[src/rtl/serial_adder.sv]
// Digit-serial ripple adder: WIDTH-bit a + b + cin, DIGIT bits per cycle through one shared slice.
// Latency: STEPS = WIDTH/DIGIT cycles from accepted start to the one-cycle done pulse.
// Backpressure: none; start is taken only in IDLE/DONE and is silently ignored while busy.
module serial_adder #(
    parameter int WIDTH = 8,
    parameter int DIGIT = 1
) (
    input  logic             clk_i,
    input  logic             rst_i,
    input  logic             start_i,
    input  logic [WIDTH-1:0] a_i,
    input  logic [WIDTH-1:0] b_i,
    input  logic             cin_i,
    output logic             busy_o,
    output logic             done_o,
    output logic [WIDTH-1:0] s_o,
    output logic             cout_o,
    output logic             ovf_o
);
    localparam int STEPS = WIDTH / DIGIT;
    localparam int CW    = (STEPS > 1) ? $clog2(STEPS) : 1;
    localparam logic [CW-1:0] LAST_STEP = CW'(STEPS - 1);

    // Reject geometries where the slice does not tile the operand exactly.
    if ((DIGIT < 1) || (DIGIT > WIDTH) || ((WIDTH % DIGIT) != 0)) begin : g_param_check
        $error("serial_adder: DIGIT must divide WIDTH and satisfy 1 <= DIGIT <= WIDTH");
    end

    typedef enum logic [1:0] {
        ST_IDLE = 2'd0,
        ST_RUN  = 2'd1,
        ST_DONE = 2'd2
    } state_t;

    state_t            state_q, state_d;
    logic [WIDTH-1:0]  a_q, a_d;
    logic [WIDTH-1:0]  b_q, b_d;
    logic [WIDTH-1:0]  s_q, s_d;
    logic              carry_q, carry_d;
    logic              cout_q, cout_d;
    logic              ovf_q, ovf_d;
    logic [CW-1:0]     cnt_q, cnt_d;

    // One DIGIT-wide full-adder slice working on the low digit of the shift registers.
    logic [DIGIT-1:0]  slice_a;
    logic [DIGIT-1:0]  slice_b;
    logic [DIGIT:0]    slice_sum;
    logic              carry_into_top;

    assign slice_a   = a_q[DIGIT-1:0];
    assign slice_b   = b_q[DIGIT-1:0];
    assign slice_sum = {1'b0, slice_a} + {1'b0, slice_b} + {{DIGIT{1'b0}}, carry_q};
    // Carry entering the top bit of the slice: recovered from that bit's sum and operands.
    assign carry_into_top = slice_a[DIGIT-1] ^ slice_b[DIGIT-1] ^ slice_sum[DIGIT-1];

    // Next-state and datapath update: accept, shift one digit per cycle, finish on the last step.
    always_comb begin
        state_d = state_q;
        a_d     = a_q;
        b_d     = b_q;
        s_d     = s_q;
        carry_d = carry_q;
        cout_d  = cout_q;
        ovf_d   = ovf_q;
        cnt_d   = cnt_q;
        case (state_q)
            ST_IDLE, ST_DONE: begin
                if (start_i) begin
                    state_d = ST_RUN;
                    a_d     = a_i;
                    b_d     = b_i;
                    carry_d = cin_i;
                    cnt_d   = '0;
                end else begin
                    state_d = ST_IDLE;
                end
            end
            ST_RUN: begin
                a_d     = a_q >> DIGIT;
                b_d     = b_q >> DIGIT;
                carry_d = slice_sum[DIGIT];
                // Sum digits enter at the top and walk down, so the LSB digit lands at bit 0.
                s_d     = (s_q >> DIGIT) | (WIDTH'(slice_sum[DIGIT-1:0]) << (WIDTH - DIGIT));
                cnt_d   = cnt_q + CW'(1);
                if (cnt_q == LAST_STEP) begin
                    state_d = ST_DONE;
                    cnt_d   = cnt_q;
                    cout_d  = slice_sum[DIGIT];
                    ovf_d   = carry_into_top ^ slice_sum[DIGIT];
                end
            end
            default: begin
                state_d = ST_IDLE;
            end
        endcase
    end

    // State and datapath registers; reset abandons any operation in flight.
    always_ff @(posedge clk_i) begin
        if (rst_i) begin
            state_q <= ST_IDLE;
            a_q     <= '0;
            b_q     <= '0;
            s_q     <= '0;
            carry_q <= 1'b0;
            cout_q  <= 1'b0;
            ovf_q   <= 1'b0;
            cnt_q   <= '0;
        end else begin
            state_q <= state_d;
            a_q     <= a_d;
            b_q     <= b_d;
            s_q     <= s_d;
            carry_q <= carry_d;
            cout_q  <= cout_d;
            ovf_q   <= ovf_d;
            cnt_q   <= cnt_d;
        end
    end

    assign busy_o = (state_q == ST_RUN);
    assign done_o = (state_q == ST_DONE);
    assign s_o    = s_q;
    assign cout_o = cout_q;
    assign ovf_o  = ovf_q;

endmodule

[config.mk]
export PLATFORM = sky130hd
export DESIGN_NAME = serial_adder
export DESIGN_NICKNAME = d
export VERILOG_FILES = /design/src/rtl/serial_adder.sv
export SDC_FILE = /design/constraint.sdc
export NUM_CORES = 1
export LEC_CHECK = 0
export ABC_AREA = 1
export BUFFER_PORTS_ARGS = -buffer_cell sky130_fd_sc_hd__buf_2
export CELL_PAD_IN_SITES_DETAIL_PLACEMENT = 0
export CELL_PAD_IN_SITES_GLOBAL_PLACEMENT = 1
export CORE_ASPECT_RATIO = 0.75
export CORE_MARGIN = 5
export CORE_UTILIZATION = 40
export DETAILED_ROUTE_END_ITERATION = 16
export PLACE_DENSITY_LB_ADDON = 0.1
export RECOVER_POWER = 100
export SETUP_SLACK_MARGIN = 0.1
export SLEW_MARGIN = 10
export SYNTH_ARGS = -nofsm -noshare
export SYNTH_HDL_FRONTEND = slang
export SYNTH_SLANG_ARGS = --single-unit
export TNS_END_PERCENT = 1
[constraint.sdc]
create_clock -name clk_i -period 2.7 [get_ports clk_i]
set_clock_uncertainty 0.2 [all_clocks]
set_input_delay 0.405 -clock clk_i [delete_from_list [all_inputs] [get_ports clk_i]]
set_output_delay 0.405 -clock clk_i [all_outputs]
set_load 0.05 [all_outputs]
# Word level (Yosys, flattened, before mapping)
# Index checks and enable logic that the tools add are counted.
# totals
register_bits	32
latch_bits	0
ram_bits	0
romBits	0
inputBits	20
elab_cells	39
n_memories	0
# op_classes
add_sub_neg	3
multipliers	0
div_mod_pow	0
magnitude_cmp	0
n_eq_ne	6
n_shift	0
muxes	12
n_bitwise	4
n_reduce_logical	6
# ops
op	n
case mux 8 bit (2 select lines)	2
two-way mux 8 bit	2
bitwise OR 7 x 8 -> 8 bit	1
two-way mux 3 bit	2
case mux 3 bit (2 select lines)	1
inequality test 2 bit (second input constant)	2
case mux 2 bit (2 select lines)	1
AND reduction 2 bit	2
adder 3 x 1 -> 3 bit (second input constant)	1
== test 3 bit (second input constant)	1
AND reduction 3 bit	1
bitwise XOR 1 bit	3
adder 1 x 1 -> 2 bit	1
adder 2 x 1 -> 2 bit	1
== test 2 x 1 -> 1 bit (second input constant)	1
== test 2 bit (second input constant)	1
logical NOT 2 bit	1
two-way mux 1 bit	2
two-way mux 2 bit	1
inequality test 2 x 1 -> 1 bit (second input constant)	1
case mux 1 bit (2 select lines)	1
nonzero test 2 bit	1
OR reduction 2 bit	1

# Depth between registers and ports, before layout
# depth
depth_word	4
depth_mapped	7
ltp_nobuf	7

# Worst setup path after synthesis
# Ideal clock, no wire load.
# synth_timing
path_kind	register to output
from	register state_q[0]
to	output done_o
arrival_ps	1004
required_ps	2095
slack_ps	1091
path_stages_with_launch	2
path_buffers	0
cell_sequence	dfxtp_1 > nor2_1
# synth_via
elab_chain_cells	1
# synth_rtl
element	line_no	rtl
start, declared	35	state_t state_q, state_d;
start signal, assigned	110	state_q <= state_d;
== test 2 bit	122	assign done_o = (state_q == ST_DONE);
end, declared	15	output logic done_o,
# Every way passes these cells.

# Final worst setup path
# layout_timing
from	register state_q[0]
to	output busy_o
# layout_via
elab_chain_cells	1
# layout_rtl
element	line_no	rtl
== test 2 x 1 -> 1 bit	121	assign busy_o = (state_q == ST_RUN);
end, declared	14	output logic busy_o,
# Every way passes these cells.

==> impl_metrics.json <==
{
  "path_cells": "nand2_4 -> inv_4 -> clkbuf_1",
  "synth_top_area_cell": "dfxtp_1",
  "slowest_stage": "clkbuf_1",
  "max_stage_delay_ns": 0.51,
  "cts.clk_slew.worst_paths_ns": 0.06,
  "drt_iter0_markers": 55,
  "grt_max_degree": 29,
  "netlist_instances": 177,
  "tightest_slew_ns": 0.626,
  "core_um2": 3290,
  "min_to": "a_q[7]",
  "hold_path_depth": 3,
  "top_level_ports": 32,
  "crit_cells": 3,
  "place_area_um2": 1520,
  "cp-start-kind": "flip-flop",
  "vias_per_cell": 4.80,
  "p_leak_nw": 0.663,
  "p_per_area_nw_per_um2": 710,
  "port_buffers": 31,
  "finalSetupViolations": 0,
  "r2r_end": "b_q[6]",
  "required_ns": 2.10,
  "ys_types": 20,
  "critical-path-top-delay-family": "buffers and inverters",
  "hold_violations": 0,
  "drc": 0,
  "power_mw": 1.12,
  "clock_sinks": 32,
  "antenna_left": 0,
  "start_util_pct": 41.7,
  "root_buffer": "clkbuf_8",
  "ys_seq_elements": 32,
  "avgSynthCellArea_um2": 7.75,
  "post-route-min-period_ns": 2.27,
  "rsz0062_at_grt": "false",
  "synth.net_count": 200,
  "critPathMaxFanout": 28,
  "vias": 1191,
  "synth.yosys.seq_area_share_pct": 46.7,
  "diodes": 0,
  "synthTopCellsByArea": "dfxtp_1 (47%), nor2_1 (9.9%), nor3_1 (9.9%)",
  "cts_tree": "done",
  "dpl.hpwl_um": 1970,
  "cts_buffers": 5,
  "cts_htree_levels": 2,
  "gp_congestion": 0.742,
  "die_h_um": 60.7,
  "status": "complete, no violations",
  "die-area_um2": 4710,
  "fill_cells": 346,
  "grt_first_pass_wirelength_um": 4960,
  "cp.arrival_ns": 1.67,
  "tns_ns": 0,
  "peakVddDrop_mv": 0.372,
  "ys_warn_count": 0,
  "final_nets": 230,
  "cp_num_buf_inv": 2,
  "slew_headroom_pct": 58.2,
  "firstDrtPassIters": 4,
  "antenna_found_initial": 0,
  "min_from": "a_i[7]",
  "cts_buffer_depth": 2,
  "synth_most_common_cell": "nor2_1",
  "track_usage_pct": 13.6,
  "post-cts-setup-buffers": 0,
  "period_share_pct": 84.1,
  "worst_skew_pair.late_latency_ns": 0.28,
  "synth_area_um2": 1370,
  "cts_hold_buffers": 0,
  "synth-edff-count": 0,
  "cts_resized": 0,
  "max_freq_mhz": 440,
  "die_w_um": 77.6,
  "reg2reg_slack_ns": 0.64,
  "drv_cap": 0,
  "totalWireLength_um": 2900,
  "path_class": "reg2out",
  "yosys-top-cells-count": "nor2_1 (36), dfxtp_1 (32), nor3_1 (27)",
  "ff2ff_path_depth": 5,
  "slew_viol_final": 0,
  "area_delta_synth_final_pct": 15.3,
  "hold_class": "in2reg",
  "grt_remaining_overflow": 0,
  "drive_above_1_share_pct": 14.9,
  "async_flop_share_pct": 0,
  "r2r_start": "state_q[0]",
  "wire_per_inst_um": 11.7,
  "end_kind": "primary output",
  "postLayoutCellArea_um2": 1580,
  "startpoint": "state_q[0]",
  "num_rows": 18,
  "synthDominantCellAreaShare_pct": 46.7,
  "synth_flop_cell": "dfxtp_1",
  "grt_pass1_vias": 1167
}
-- kinds of logic (layout without fill, tap and decap cells) --
logic type / Yosys count / count (layout) / synth area share [%]
compound gates: 34 / 34 / 12.4
xor+xnor: 1 / 1 / 0.639
fa+ha+maj: 3 / 3 / 3.28
buf+inv: 21 / 52 / 7.57
flops: 32 / 32 / 46.7
simple gates: 86 / 86 / 29.4
-- final cells by class --
| type | instances | area [um2] | share of cell area, % |
|---|---|---|---|
| Multi-Input combinational cell | 124 | 609 | 38.5 |
| Clock buffer | 8 | 90.1 | 5.70 |
| Sequential cell | 32 | 641 | 40.5 |
| Tap cell | 40 | 50.0 | 3.16 |
| Inverter | 13 | 51.3 | 3.24 |
| Timing Repair Buffer | 31 | 140 | 8.86 |
-- worst max-delay path by stage --
stage,end
5_1_grt,busy_o
4_1_cts,busy_o
3_3_place_gp,busy_o
3_5_place_dp,busy_o
2_1_floorplan,done_o
6_report,busy_o
-- state kept, by name, summed over array words and instances (netlist names) --
register,cells
carry_q,1
cnt_q,3
state_q,2
s_o,8
cout_o,1
a_q,8
b_q,8
ovf_o,1
-- worst register-to-register path: stages (launching register included) --
cell and delay, ns:
dfxtp_1 0.40, clkinv_1 0.08, nand2_1 0.47, nand2_1 0.49
nor2_1 0.24, nor3_2 0.07
-- power by group --
group          internal (mW)  switching [mW]
clock                  0.208           0.164
combinational         0.0687           0.144
sequential             0.513          0.0259
-- cells in the final DEF, fill, tap and decap left out, drive strengths merged --
| cell | instances |
|---|---|
| a21oi | 8 |
| buf | 19 |
| clkbuf | 20 |
| clkinv | 1 |
| dfxtp | 32 |
| fa | 1 |
| ha | 2 |
| inv | 12 |
| nand2 | 17 |
| nand3 | 2 |
| nor2 | 37 |
| nor3 | 30 |
| o21ai | 26 |
| xnor2 | 1 |
-- stage by stage --
| step | cells | worst slack [ns] | hold WS, ns | utilization, % |
|---|---|---|---|---|
| floorplan | 177 | 1.09 | 0.232 | - |
| global placement | 240 | 0.927 | 0.249 | 46.3 |
| detailed placement | 240 | 0.897 | 0.257 | 46.3 |
| CTS | 248 | 0.586 | 0.168 | 49.1 |
| global route | 248 | 0.338 | 0.180 | 48.1 |
| finish | 248 | 0.429 | 0.175 | 48.1 |
-- metal layers --
| layer | vias up | global-route usage [%] | wire (um) |
|---|---|---|---|
| li1 | 646 | - | - |
| met1 | 516 | 17.0 | 1490 |
| met2 | 23 | 20.8 | 1200 |
| met3 | 6 | 4.75 | 164 |
| met4 | 0 | 7.35 | 42 |
| met5 | - | 0 | 0 |
No activity file was read; power rests on OpenSTA's default activity.
